`config.mk`:
```
export PLATFORM = sky130hd
export DESIGN_NAME = inst_fetch_bridge
export DESIGN_NICKNAME = d
export VERILOG_FILES = /design/src/rtl/inst_fetch_bridge_pkg.sv /design/src/rtl/ifb_array.sv /design/src/rtl/inst_fetch_bridge.sv
export SDC_FILE = /design/constraint.sdc
export NUM_CORES = 1
export LEC_CHECK = 0
export ABC_AREA = 1
export BUFFER_PORTS_ARGS = -buffer_cell sky130_fd_sc_hd__buf_2
export CAP_MARGIN = 20
export CORE_ASPECT_RATIO = 1.25
export CORE_MARGIN = 2
export CORE_UTILIZATION = 35
export CTS_CLUSTER_SIZE = 12
export DETAILED_ROUTE_END_ITERATION = 7
export PLACE_DENSITY_LB_ADDON = 0.08
export REMOVE_ABC_BUFFERS = 1
export SLEW_MARGIN = 20
export SYNTH_ARGS = -nofsm -noshare
export SYNTH_HDL_FRONTEND = slang
export SYNTH_SLANG_ARGS = --single-unit
```
`constraint.sdc`:
```
create_clock -name clk -period 4.4 [get_ports clk]
set_clock_uncertainty 0.05 [all_clocks]
set_input_delay 0.22 -clock clk [delete_from_list [all_inputs] [get_ports clk]]
set_output_delay 0.22 -clock clk [all_outputs]
set_load 0.1 [all_outputs]
```
`src/rtl/inst_fetch_bridge_pkg.sv`:
```
// Shared definitions for the instruction fetch bridge.
// Holds the instruction bus widths, the zero-word constant, the reset and
// chip-enable levels, and the fetch FSM state encoding.
package inst_fetch_bridge_pkg;

  localparam int unsigned INST_ADDR_W = 32;
  localparam int unsigned INST_W      = 32;

  localparam logic [INST_W-1:0] ZERO_WORD   = '0;
  localparam logic              RST_ENABLE  = 1'b1;
  localparam logic              CHIP_ENABLE = 1'b1;

  typedef enum logic [1:0] {
    IFB_IDLE = 2'd0,
    IFB_REQ  = 2'd1,
    IFB_WAIT = 2'd2
  } ifb_state_e;

endpackage

```
`src/rtl/ifb_array.sv`:
```
// Direct-mapped instruction buffer storage: one valid bit, tag and 32-bit
// word per entry.
// Ports:
//   clk, rst            clock and synchronous active-high reset
//   i_clear             invalidate every entry at the next edge
//   i_rd_idx            asynchronous read index
//   o_rd_valid/tag/data entry contents at i_rd_idx
//   i_wr_en/idx/tag/data  synchronous fill port
// Clearing (reset or flush) takes priority over a fill in the same cycle.
module ifb_array
  import inst_fetch_bridge_pkg::*;
#(
  parameter int unsigned IDX_W = 3,
  parameter int unsigned TAG_W = 27
) (
  input  logic              clk,
  input  logic              rst,
  input  logic              i_clear,
  input  logic [IDX_W-1:0]  i_rd_idx,
  output logic              o_rd_valid,
  output logic [TAG_W-1:0]  o_rd_tag,
  output logic [INST_W-1:0] o_rd_data,
  input  logic              i_wr_en,
  input  logic [IDX_W-1:0]  i_wr_idx,
  input  logic [TAG_W-1:0]  i_wr_tag,
  input  logic [INST_W-1:0] i_wr_data
);

  localparam int unsigned DEPTH = 1 << IDX_W;

  logic [DEPTH-1:0]  r_valid;
  logic [TAG_W-1:0]  r_tag  [DEPTH];
  logic [INST_W-1:0] r_data [DEPTH];

  always_ff @(posedge clk) begin
    if (rst == RST_ENABLE || i_clear) begin
      r_valid <= '0;
    end else if (i_wr_en) begin
      r_valid[i_wr_idx] <= 1'b1;
    end
  end

  // Tag/data need no reset: they are only observed through a set valid bit.
  always_ff @(posedge clk) begin
    if (i_wr_en) begin
      r_tag[i_wr_idx]  <= i_wr_tag;
      r_data[i_wr_idx] <= i_wr_data;
    end
  end

  assign o_rd_valid = r_valid[i_rd_idx];
  assign o_rd_tag   = r_tag[i_rd_idx];
  assign o_rd_data  = r_data[i_rd_idx];

endmodule

```
`src/rtl/inst_fetch_bridge.sv`:
```
// Bridge between the cpu instruction port and a req/ack/rvalid instruction
// bus, with a small direct-mapped instruction buffer in front of the bus.
// Ports:
//   clk, rst                       clock, synchronous active-high reset
//   rom_ce_i, rom_addr_i           fetch request from pc_reg
//   rom_data_o, stallreq_o         instruction to if_id / hold pipeline
//   flush_i                        invalidate the whole buffer
//   bus_req_o, bus_addr_o          bus read request (held until bus_ack_i)
//   bus_ack_i, bus_rvalid_i, bus_rdata_i  bus handshake and read data
// A hit answers in the same cycle; a miss stalls, walks IDLE->REQ->WAIT and
// fills the buffer, after which the retried lookup in IDLE hits.
module inst_fetch_bridge
  import inst_fetch_bridge_pkg::*;
#(
  parameter int unsigned IDX_W  = 3,
  parameter int unsigned ADDR_W = INST_ADDR_W
) (
  input  logic              clk,
  input  logic              rst,
  input  logic              rom_ce_i,
  input  logic [ADDR_W-1:0] rom_addr_i,
  output logic [INST_W-1:0] rom_data_o,
  output logic              stallreq_o,
  input  logic              flush_i,
  output logic              bus_req_o,
  output logic [ADDR_W-1:0] bus_addr_o,
  input  logic              bus_ack_i,
  input  logic              bus_rvalid_i,
  input  logic [INST_W-1:0] bus_rdata_i
);

  localparam int unsigned TAG_W = ADDR_W - IDX_W - 2;

  ifb_state_e        r_state, w_state_nxt;
  logic [ADDR_W-1:0] r_miss_addr, w_miss_addr_nxt;
  logic              r_drop, w_drop_nxt;

  logic [IDX_W-1:0]  w_idx;
  logic [TAG_W-1:0]  w_tag;
  logic              w_rd_valid;
  logic [TAG_W-1:0]  w_rd_tag;
  logic [INST_W-1:0] w_rd_data;
  logic              w_hit;
  logic              w_fill;
  logic              w_unused_lsb;

  assign w_idx        = rom_addr_i[IDX_W+1:2];
  assign w_tag        = rom_addr_i[ADDR_W-1:IDX_W+2];
  assign w_unused_lsb = ^rom_addr_i[1:0];

  // A flush in the lookup cycle forces a miss, since the entry is being
  // invalidated at this very edge.
  assign w_hit = (rom_ce_i == CHIP_ENABLE) && w_rd_valid
                 && (w_rd_tag == w_tag) && !flush_i;

  ifb_array #(
    .IDX_W (IDX_W),
    .TAG_W (TAG_W)
  ) u_array (
    .clk        (clk),
    .rst        (rst),
    .i_clear    (flush_i),
    .i_rd_idx   (w_idx),
    .o_rd_valid (w_rd_valid),
    .o_rd_tag   (w_rd_tag),
    .o_rd_data  (w_rd_data),
    .i_wr_en    (w_fill),
    .i_wr_idx   (r_miss_addr[IDX_W+1:2]),
    .i_wr_tag   (r_miss_addr[ADDR_W-1:IDX_W+2]),
    .i_wr_data  (bus_rdata_i)
  );

  always_ff @(posedge clk) begin
    if (rst == RST_ENABLE) begin
      r_state     <= IFB_IDLE;
      r_miss_addr <= '0;
      r_drop      <= 1'b0;
    end else begin
      r_state     <= w_state_nxt;
      r_miss_addr <= w_miss_addr_nxt;
      r_drop      <= w_drop_nxt;
    end
  end

  always_comb begin
    w_state_nxt     = r_state;
    w_miss_addr_nxt = r_miss_addr;
    w_drop_nxt      = r_drop;
    rom_data_o      = ZERO_WORD;
    stallreq_o      = 1'b0;
    bus_req_o       = 1'b0;
    w_fill          = 1'b0;
    unique case (r_state)
      IFB_IDLE: begin
        if (rom_ce_i == CHIP_ENABLE) begin
          if (w_hit) begin
            rom_data_o = w_rd_data;
          end else begin
            stallreq_o      = 1'b1;
            w_miss_addr_nxt = {rom_addr_i[ADDR_W-1:2], 2'b00};
            w_drop_nxt      = 1'b0;
            w_state_nxt     = IFB_REQ;
          end
        end
      end
      IFB_REQ: begin
        stallreq_o = 1'b1;
        bus_req_o  = 1'b1;
        if (bus_ack_i) begin
          w_state_nxt = IFB_WAIT;
        end
      end
      IFB_WAIT: begin
        stallreq_o = 1'b1;
        // A flush while waiting poisons the outstanding fill; the data is
        // still consumed so the bus sees a completed transaction.
        if (flush_i) begin
          w_drop_nxt = 1'b1;
        end
        if (bus_rvalid_i) begin
          w_fill      = !r_drop && !flush_i;
          w_drop_nxt  = 1'b0;
          w_state_nxt = IFB_IDLE;
        end
      end
      default: begin
        w_state_nxt = IFB_IDLE;
      end
    endcase
  end

  assign bus_addr_o = r_miss_addr;

endmodule

```
==> results.json, run 1 <==
{
  "drive_gt1_share_pct": 11.3,
  "outcome": "completed",
  "cap_viol_max_count": 0,
  "grt_max_degree": 125,
  "cts_sinks": 513,
  "cpLargestDelayFamily": "simple AND/OR/NAND/NOR gates",
  "core_area_um2": 59800,
  "p_leak_uw": 0.00962,
  "ys_seq_area_share_pct": 70.6,
  "dr_wl_met3_mm": 2.57,
  "fp.dieH_um": 279,
  "setup_viol": 0,
  "switching_power_uw": 2540,
  "hold_class": "in -> reg",
  "critPathSlowestCell": "buf_12",
  "slew_headroom_pct": 39.3,
  "grt_pass1_vias": 14100,
  "r2r-start": "u_array.r_tag[3][16]",
  "p_per_area_nw_per_um2": 412,
  "fin_util_pct": 42.5,
  "tightest_slew_ns": 0.910,
  "fin_ws_ns": 1.10,
  "wl_per_cell_um": 20.2,
  "seqPwrFrac_pct": 51.8,
  "p_int_uw": 7930,
  "ctsResizeCount": 0,
  "drc": 0,
  "pwr-share-clk_pct": 39.7,
  "critPathArrivalTime_ns": 3.03,
  "grtUsageTotal_pct": 18.7,
  "cp_num_buf_inv": 4,
  "place_congestion": 0.801,
  "drt_pass1_iterations": 5,
  "drt_iter0_markers": 893,
  "worst-r2r-setup-slack_ns": 1.62,
  "clock_path_buffers": 3,
  "path_clk_slew_ns": 0.06,
  "r2r_end": "bus_addr_o[31]",
  "finalCriticalPeriod_ns": 3.30,
  "crit_path_max_fanout": 124,
  "cpPeakStageDelay_ns": 0.51,
  "dp_slack_ns": 0.935,
  "cp-start-kind": "input port",
  "worstHoldStart": "rom_ce_i",
  "holdPathStages": 5,
  "yosysWarnings": 0,
  "ys_types": 29,
  "cts_tree": "done",
  "totalPowerFinal_uw": 10500,
  "final_cell_mix": "edfxtp_1, nand2_1, nor2_1",
  "fp.dieW_um": 224,
  "drt-met1-wl_mm": 26.3,
  "final.setup.tns_ns": 0,
  "diodes": 0,
  "postSynthCellCount": 1918,
  "die-area_um2": 62700,
  "antenna_found_initial": 0,
  "dr_wl_met2_mm": 27.9,
  "dpl.hpwl_mm": 31.4,
  "rsz0062_at_grt": "false",
  "cts_htree_levels": 2,
  "overflow": 0,
  "route.top_layer_used": "met4",
  "nNetsFinal": 2166,
  "vias_per_cell": 4.93,
  "pwr-share-comb_pct": 8.6,
  "hold_viol_final": 0,
  "io_buffers": 131,
  "hold_end": "r_state[1]",
  "syn2layout_area_growth_pct": 19.8,
  "final_common_cell": "edfxtp_1",
  "wl_mm": 58.5,
  "swShare_pct": 24.3,
  "syn-cell-area_um2": 21200,
  "vias": 14300,
  "grt_pass1_wl_mm": 88.0,
  "yosys_register_bits": 513,
  "insertion_delay_ns": 0.61,
  "hold_slack_ns": 0.0731,
  "initial_utilization_pct": 35.5,
  "io-pin-count": 136,
  "cts-root-buf": "clkbuf_16",
  "required_ns": 4.13,
  "ff2ff_path_depth": 16,
  "critPathKind": "in -> out",
  "ant_nets": 0,
  "end_kind": "primary output",
  "ir_worst_vdd_v": 0.000308,
  "cts_buffers": 53,
  "rows": 100,
  "slew_viol_final": 0,
  "cpMostUsedCell": "nand3_1",
  "fin_crit_sh_pct": 75.0,
  "syn_avg_cell_area_um2": 11.1,
  "path_cells": "buf_4 -> buf_12 -> nor2_1 -> nand2_1 -> nand3_1 -> nand3_1 -> nand2_1 -> nor4_1 -> nand3_1 -> nor3_2 -> nand2_2 -> buf_4 -> nor2_1 -> buf_12",
  "max_freq_mhz": 303
}
==> area by class of cell <==
cell class                      instances  area, µm²
Fill cell                            5678      34400
Sequential cell                       513      15000
Multi-Input combinational cell       1124       5090
Timing Repair Buffer                  224       2180
Clock buffer                           76       1440
Tap cell                              765        957
Inverter                              176        668
Clock inverter                         16        110
==> through the flow <==
stage	std cells	area (µm²)
detailed placement	2740	23300
global route	2894	25400
global placement	2740	23300
CTS	2894	25400
floorplan	1813	20700
finish	2894	25400
==> worst max-delay path by stage <==
stage / slack [ns] / from / to / depth (start not counted)
detailed placement: 0.93 / rom_addr_i[2] / r_state[0] / 18
floorplan: 0.01 / rom_addr_i[2] / rom_data_o[0] / 15
CTS: 1.07 / rom_addr_i[2] / rom_data_o[20] / 17
global route: 0.86 / rom_addr_i[2] / rom_data_o[4] / 17
global placement: 0.99 / rom_addr_i[2] / r_state[0] / 18
finish: 1.10 / rom_addr_i[3] / rom_data_o[20] / 14
==> tightest hold or removal path: stages <==
cell and delay, ns:
buf_2 0.13, nand2_1 0.06, nand2_1 0.10, nand3_1 0.09, a21oi_1 0.06
==> synthesized netlist by cell type <==
master	n	area share, %
buf_4	7	0.25
inv_4	1	0.029
nand3b_1	7	0.25
nand3_1	134	3.2
inv_1	172	3.0
nor3_2	1	0.047
buf_1	4	0.071
buf_2	28	0.66
clkinv_1	1	0.018
inv_2	2	0.035
o21ai_1	20	0.47
nand3_2	1	0.047
nor3b_1	1	0.035
o211ai_1	1	0.035
o221ai_1	32	1.3
nor4_1	1	0.029
dfxtp_1	41	3.9
o22ai_1	32	0.94
nand4_1	8	0.24
conb_1	1	0.018
a21oi_1	36	0.85
nor3_1	3	0.071
buf_6	12	0.64
clkbuf_1	55	0.97
o21ai_0	176	4.1
edfxtp_1	472	67
nor2_1	258	4.6
nand2_1	407	7.2
ha_1	4	0.24
==> logic make-up after synthesis <==
kind of cell | Yosys count | synth area share [%]
other | 1 | 0.0177
adders and majority gates | 4 | 0.236
DFF | 513 | 70.6
buffers and inverters | 282 | 5.71
AOI/OAI and AO/OA | 297 | 7.77
and+or+nand+nor | 821 | 15.6
==> power groups by stage <==
stage / Clock, µW / Sequential [µW] / Combinational (µW)
after detailed placement: 0 / 5520 / 864
after global routing: 4430 / 5430 / 985
after CTS: 4280 / 5420 / 912
after floorplan: 0 / 5660 / 347
final: 4150 / 5420 / 898
after global placement: 0 / 5520 / 858
==> sequential cells by signal (all words and copies together), names as in the netlist <==
| signal | cells |
|---|---|
| u_array.r_tag | 216 |
| bus_addr_o | 30 |
| u_array.r_data | 256 |
| u_array.r_valid | 8 |
| r_state | 2 |
| r_drop | 1 |
==> what timing repair did <==
item,CTS,global route
hold endpoints to repair,293,0
hold buffers,62,0
buffers inserted,0,0
==> routing by layer <==
metal / GRT usage (%) / up-vias
li1: - / 6916
met1: 24.8 / 6962
met2: 31.4 / 309
met3: 2.97 / 91
met4: 5.91 / 0
met5: 0 / -
No activity file was read; power rests on OpenSTA's default activity.
==> run 2: changes to the inputs <==
==> constraint.sdc (replaced) <==
create_clock -name clk -period 3.3 [get_ports clk]
set_clock_uncertainty 0.05 [all_clocks]
set_input_delay 0.165 -clock clk [delete_from_list [all_inputs] [get_ports clk]]
set_output_delay 0.165 -clock clk [all_outputs]
set_load 0.1 [all_outputs]
==> results.json, run 2 (synthesis gave the netlist of run 1 again) <==
{
  "cap_viol_max_count": 0,
  "cts_sinks": 513,
  "outcome": "completed",
  "die-area_um2": 62700,
  "fin_cells": 2918,
  "p_per_area_nw_per_um2": 556,
  "io_buffers": 131,
  "rows": 100,
  "critPathArrivalTime_ns": 2.87,
  "hold_class": "in -> reg",
  "drt_iter0_markers": 853,
  "cts_buffers": 54,
  "io-pin-count": 136,
  "max_freq_mhz": 325,
  "cts-root-buf": "clkbuf_16",
  "initial_utilization_pct": 35.5,
  "syn2layout_area_growth_pct": 21.8,
  "overflow": 0,
  "cp-start-kind": "flip-flop",
  "final.setup.tns_ns": 0,
  "ir_worst_vdd_v": 0.000419,
  "diodes": 0,
  "cts_tree": "done",
  "hold_viol_final": 0,
  "fp.dieW_um": 224,
  "path_cells": "nor2_1 -> nor2_1 -> o21ai_1 -> nand3_1 -> nand3_1 -> nand2_1 -> nor2_1 -> nand4_1 -> nor3_1 -> nand3_1 -> nor3_2 -> nand2_2 -> buf_12 -> nor2_1 -> buf_12",
  "grtUsageTotal_pct": 18.7,
  "setup_viol": 0,
  "core_area_um2": 59800,
  "p_leak_uw": 0.00982,
  "fp.dieH_um": 279,
  "critPathSlowestCell": "edfxtp_1",
  "grt_pass1_vias": 14300,
  "crit_path_max_fanout": 32,
  "cp_num_buf_inv": 2,
  "final_common_cell": "edfxtp_1",
  "dpl.hpwl_mm": 32.2,
  "grt_pass1_wl_mm": 88.0,
  "path_clk_slew_ns": 0.06,
  "cpPeakStageDelay_ns": 0.35,
  "end_kind": "primary output",
  "dpl.cell_count": 2755,
  "drc": 0,
  "rsz0062_at_grt": "true",
  "finalCriticalPeriod_ns": 3.08,
  "cts_htree_levels": 2,
  "nNetsFinal": 2184,
  "max_flop_register": "u_array.r_data",
  "place_congestion": 0.786,
  "cpMostUsedCell": "nor2_1",
  "tightest_slew_ns": 0.873,
  "ant_nets": 0,
  "drive_gt1_share_pct": 12.6,
  "slew_headroom_pct": 41.8,
  "fin_crit_sh_pct": 93.4,
  "vias_per_cell": 4.96,
  "cpLargestDelayFamily": "simple AND/OR/NAND/NOR gates",
  "vias": 14500,
  "clock_path_buffers": 3,
  "grt_max_degree": 99,
  "slew_viol_final": 0,
  "critPathKind": "reg -> out",
  "final_cell_mix": "edfxtp_1, nand2_1, nor2_1",
  "largest_reg_flops": 256,
  "antenna_found_initial": 1,
  "cts_setup_buffers": 0,
  "wl_per_cell_um": 20.0,
  "insertion_delay_ns": 0.59,
  "required_ns": 3.08,
  "post_dp_cell_area_um2": 23500,
  "drt_pass1_iterations": 5,
  "wl_mm": 58.2,
  "finalInstanceArea_um2": 25900
}
-- run 2: layer usage --
| metal | track usage (%) | wire, µm | vias to the layer above | share of wire [%] |
|---|---|---|---|---|
| li1 | - | - | 6964 | - |
| met1 | 24.7 | 26000 | 7171 | 45 |
| met2 | 32.1 | 28700 | 259 | 49 |
| met3 | 2.86 | 2200 | 91 | 3.8 |
| met4 | 4.91 | 1280 | 2 | 2.2 |
| met5 | 0 | 8 | - | 0.014 |
-- run 2: per-stage QoR --
stage                     hold slack [ns]  utilization, %  total power (µW)  setup slack, ns
after floorplan                     0.184               -              8020            -1.05
after global placement              0.390            39.3              8520            0.439
after detailed placement            0.390            39.3              8530            0.386
after CTS                           0.105            43.2             14600            0.178
after global routing                0.137            43.2             14900          -0.0343
final                               0.138            43.2             14400            0.219
-- run 2: worst paths after layout --
check        slack [ns]  depth (start not counted)                 start                 end
max                0.22                         15  u_array.r_tag[6][17]      rom_data_o[24]
min                0.14                          4         rom_addr_i[4]       bus_addr_o[4]
max reg2reg        0.69                         17  u_array.r_tag[4][14]              r_drop
min reg2reg        0.42                          2    u_array.r_valid[1]  u_array.r_valid[1]
-- run 2: cell type report --
class                           instances  area (µm²)
Fill cell                            5674       33900
Sequential cell                       513       15000
Multi-Input combinational cell       1124        5100
Timing Repair Buffer                  241        2420
Clock buffer                           82        1570
Tap cell                              765         957
Inverter                              176         668
Clock inverter                         17         155
-- run 2: worst reg2reg max path: cells and delay by family, from the launching register on --
kind | cells | cell delay, ns
compound gates | 2 | 0.23
buf+inv | 1 | 0.55
simple gates | 14 | 1.34
flops | 1 | 0.36
-- run 2: report_power, final --
group,internal (µW),switching (µW),total (µW),leakage [µW]
sequential,7150,73.0,7230,0.00459
combinational,336,876,1210,0.00439
clock,3490,2450,5930,0.000845
total,11000,3400,14400,0.00982
-- run 2: what timing repair did --
action | CTS | global route
hold endpoints to repair | 294 | 0
hold buffers | 64 | 0
gates resized for setup | 0 | 5
setup endpoints to repair | 0 | 32
==> run 3: changes to the inputs <==
--- a/config.mk
+++ b/config.mk
@@ -6,16 +6,17 @@
 export NUM_CORES = 1
 export LEC_CHECK = 0
 export ABC_AREA = 1
-export BUFFER_PORTS_ARGS = -buffer_cell sky130_fd_sc_hd__buf_2
 export CAP_MARGIN = 20
 export CORE_ASPECT_RATIO = 1.25
 export CORE_MARGIN = 2
 export CORE_UTILIZATION = 35
 export CTS_CLUSTER_SIZE = 12
 export DETAILED_ROUTE_END_ITERATION = 7
+export DONT_BUFFER_PORTS = 1
 export PLACE_DENSITY_LB_ADDON = 0.08
 export REMOVE_ABC_BUFFERS = 1
 export SLEW_MARGIN = 20
 export SYNTH_ARGS = -nofsm -noshare
 export SYNTH_HDL_FRONTEND = slang
+export SYNTH_HIERARCHICAL = 1
 export SYNTH_SLANG_ARGS = --single-unit
==> constraint.sdc (replaced) <==
create_clock -name clk -period 3.3 [get_ports clk]
set_clock_uncertainty 0.05 [all_clocks]
set_input_delay 0.33 -clock clk [delete_from_list [all_inputs] [get_ports clk]]
set_output_delay 0.33 -clock clk [all_outputs]
set_load 0.1 [all_outputs]
==> results.json, run 3 <==
{
  "outcome": "finished with violations",
  "violations": "negative setup slack",
  "hold_slack_ns": 0.0525,
  "wl_mm": 62.5,
  "p_per_area_nw_per_um2": 525,
  "hold_viol_final": 0,
  "cp-start-kind": "input port",
  "syn2layout_area_growth_pct": 18.9,
  "io-pin-count": 136,
  "slew_viol_final": 0,
  "multi_input_comb_area_um2": 5630,
  "fp.dieH_um": 293,
  "end_kind": "primary output",
  "nFillCells": 6325,
  "final_common_cell": "nand2_1",
  "ys_seq_area_share_pct": 64.2,
  "tightest_slew_ns": 1.11,
  "syn_avg_cell_area_um2": 9.26,
  "place_congestion": 0.757,
  "ant_nets": 0,
  "fp.dieW_um": 235,
  "cts_htree_levels": 2,
  "critPathKind": "in -> out",
  "ys_top_cells_by_count": "nand2_1, inv_1, edfxtp_1",
  "cts_sinks": 513,
  "critPathArrivalTime_ns": 3.20,
  "largest_reg_flops": 256,
  "clock_path_buffers": 3,
  "finalInstanceArea_um2": 27800,
  "post_dp_cell_area_um2": 25300,
  "dpl.hpwl_mm": 33.8,
  "insertion_delay_ns": 0.59,
  "core_area_um2": 65800,
  "vias_per_cell": 4.51,
  "path_clk_slew_ns": 0.06,
  "synth_top_area_cell": "edfxtp_1",
  "grt_pass1_vias": 15500,
  "overflow": 0,
  "cpLargestDelayFamily": "simple AND/OR/NAND/NOR gates",
  "max_freq_mhz": 280,
  "p_leak_uw": 0.0126,
  "die-area_um2": 68800,
  "drt_iter0_markers": 876,
  "fin_ws_ns": -0.276,
  "initial_utilization_pct": 35.5,
  "ys_types": 28,
  "grtUsageTotal_pct": 18.2,
  "synth_top_area_share_pct": 60.7,
  "slew_headroom_pct": 25.7,
  "cap_viol_max_count": 0,
  "postSynthCellCount": 2522,
  "totalPowerFinal_uw": 14600,
  "synth_ff_type": "edfxtp_1",
  "drc": 0,
  "final_cell_mix": "nand2_1, inv_1, edfxtp_1",
  "rsz0062_at_grt": "true",
  "yosysWarnings": 6,
  "ir_worst_vdd_v": 0.000406,
  "cpPeakStageDelay_ns": 0.44,
  "syn-cell-area_um2": 23400,
  "synth_most_common_cell": "nand2_1",
  "cts_buffers": 53,
  "vias": 16000,
  "crit_path_max_fanout": 242,
  "fin_crit_sh_pct": 108,
  "diodes": 0,
  "wl_per_cell_um": 17.7,
  "cp_num_buf_inv": 5,
  "yosys-top-cells-area": "edfxtp_1, nand2_1, inv_1",
  "final.setup.tns_ns": -9.22,
  "cts-root-buf": "clkbuf_16",
  "rows": 105,
  "cts_setup_buffers": 0,
  "drt_pass1_iterations": 5,
  "critPathSlowestCell": "inv_6",
  "finalCriticalPeriod_ns": 3.58,
  "antenna_found_initial": 0,
  "io_buffers": 0,
  "grt_max_degree": 243,
  "grt_pass1_wl_mm": 95.1,
  "required_ns": 2.92,
  "cpMostUsedCell": "nand2_1",
  "hold_class": "in -> reg",
  "seqCellArea_um2": 15000,
  "fin_util_pct": 42.2,
  "synth_edf_count": 472,
  "async_flop_share_pct": 0,
  "max_flop_register": "u_array/r_data",
  "nNetsFinal": 2725,
  "setup_viol": 52,
  "path_cells": "inv_6 -> buf_12 -> nand2_1 -> nand3_1 -> nand2_1 -> nand2_1 -> nand2_1 -> inv_1 -> nand2_1 -> nand2_1 -> nand2_1 -> nor2_1 -> nand3_1 -> nor2_2 -> nand3_2 -> buf_12 -> nor2_2 -> buf_12",
  "cts_tree": "done",
  "yosys_register_bits": 513,
  "drive_gt1_share_pct": 8.78
}
run 3: changes by cell type after synthesis, moves of 32 or more:
| cell | change |
|---|---|
| inv_1 | +403 |
| nand3_1 | +119 |
| nand2_1 | +497 |
| o221ai_1 | -32 |
| o21ai_0 | -175 |
| nor2_1 | -192 |
| o22ai_1 | -32 |
run 3: area by class of cell:
class	instances	share of cell area, %
Multi-Input combinational cell	1316	20.3
Clock buffer	73	5.12
Tap cell	856	3.86
Inverter	578	7.87
Timing Repair Buffer	189	8.36
Sequential cell	513	54.0
Clock inverter	18	0.455
run 3: worst min-delay path: cells and delay by family:
family | cells | cell delay (ns)
compound gates | 1 | 0.06
simple gates | 3 | 0.20
buf+inv | 1 | 0.05
run 3: final timing paths:
path / from / end / slack [ns] / depth (start not counted)
setup / recovery: rom_addr_i[2] / rom_data_o[23] / -0.28 / 18
hold reg to reg: u_array/r_valid[0] / u_array/r_valid[0] / 0.41 / 2
setup reg to reg: u_array/r_tag[1][21] / bus_addr_o[31] / 0.45 / 17
hold / removal: flush_i / u_array/r_valid[6] / 0.05 / 5
run 3: what timing repair did:
| item | CTS | global route |
|---|---|---|
| endpoints found under the hold margin | 297 | 0 |
| setup endpoints to repair | 0 | 32 |
| resized for setup | 0 | 17 |
| hold buffers | 84 | 0 |
run 3: cell families after synthesis:
| family | synth area share [%] |
|---|---|
| buffers and inverters | 12.4 |
| other | 0.0161 |
| flip-flops | 64.2 |
| AND/OR/NAND/NOR | 22.0 |
| AO/OA/AOI/OAI | 0.991 |
| XOR/XNOR | 0.150 |
| adder cells (fa/ha/maj) | 0.214 |
run 3: metal layers:
| metal | part of all wire (%) | wire (µm) | up-vias | global-route usage, % |
|---|---|---|---|---|
| met1 | 44 | 27300 | 7562 | 23.2 |
| met2 | 49 | 31000 | 276 | 31.7 |
| met3 | 4.2 | 2600 | 94 | 3.07 |
| li1 | - | - | 8036 | - |
| met5 | 0 | 0 | - | 0 |
| met4 | 2.7 | 1670 | 0 | 5.31 |
run 3: through the flow:
| stage | setup slack, ns | cells |
|---|---|---|
| after floorplan | -1.92 | 2407 |
| after detailed placement | 0.162 | 3368 |
| after global placement | 0.209 | 3368 |
| after global routing | -0.0703 | 3543 |
| final | -0.276 | 3543 |
| after CTS | 0.0829 | 3543 |
run 3: power by group:
part	switching [µW]	leakage [µW]	internal, µW	total, µW
sequential	268	0.00463	7250	7520
clock	2400	0.000754	3130	5530
combinational	1030	0.00719	486	1520
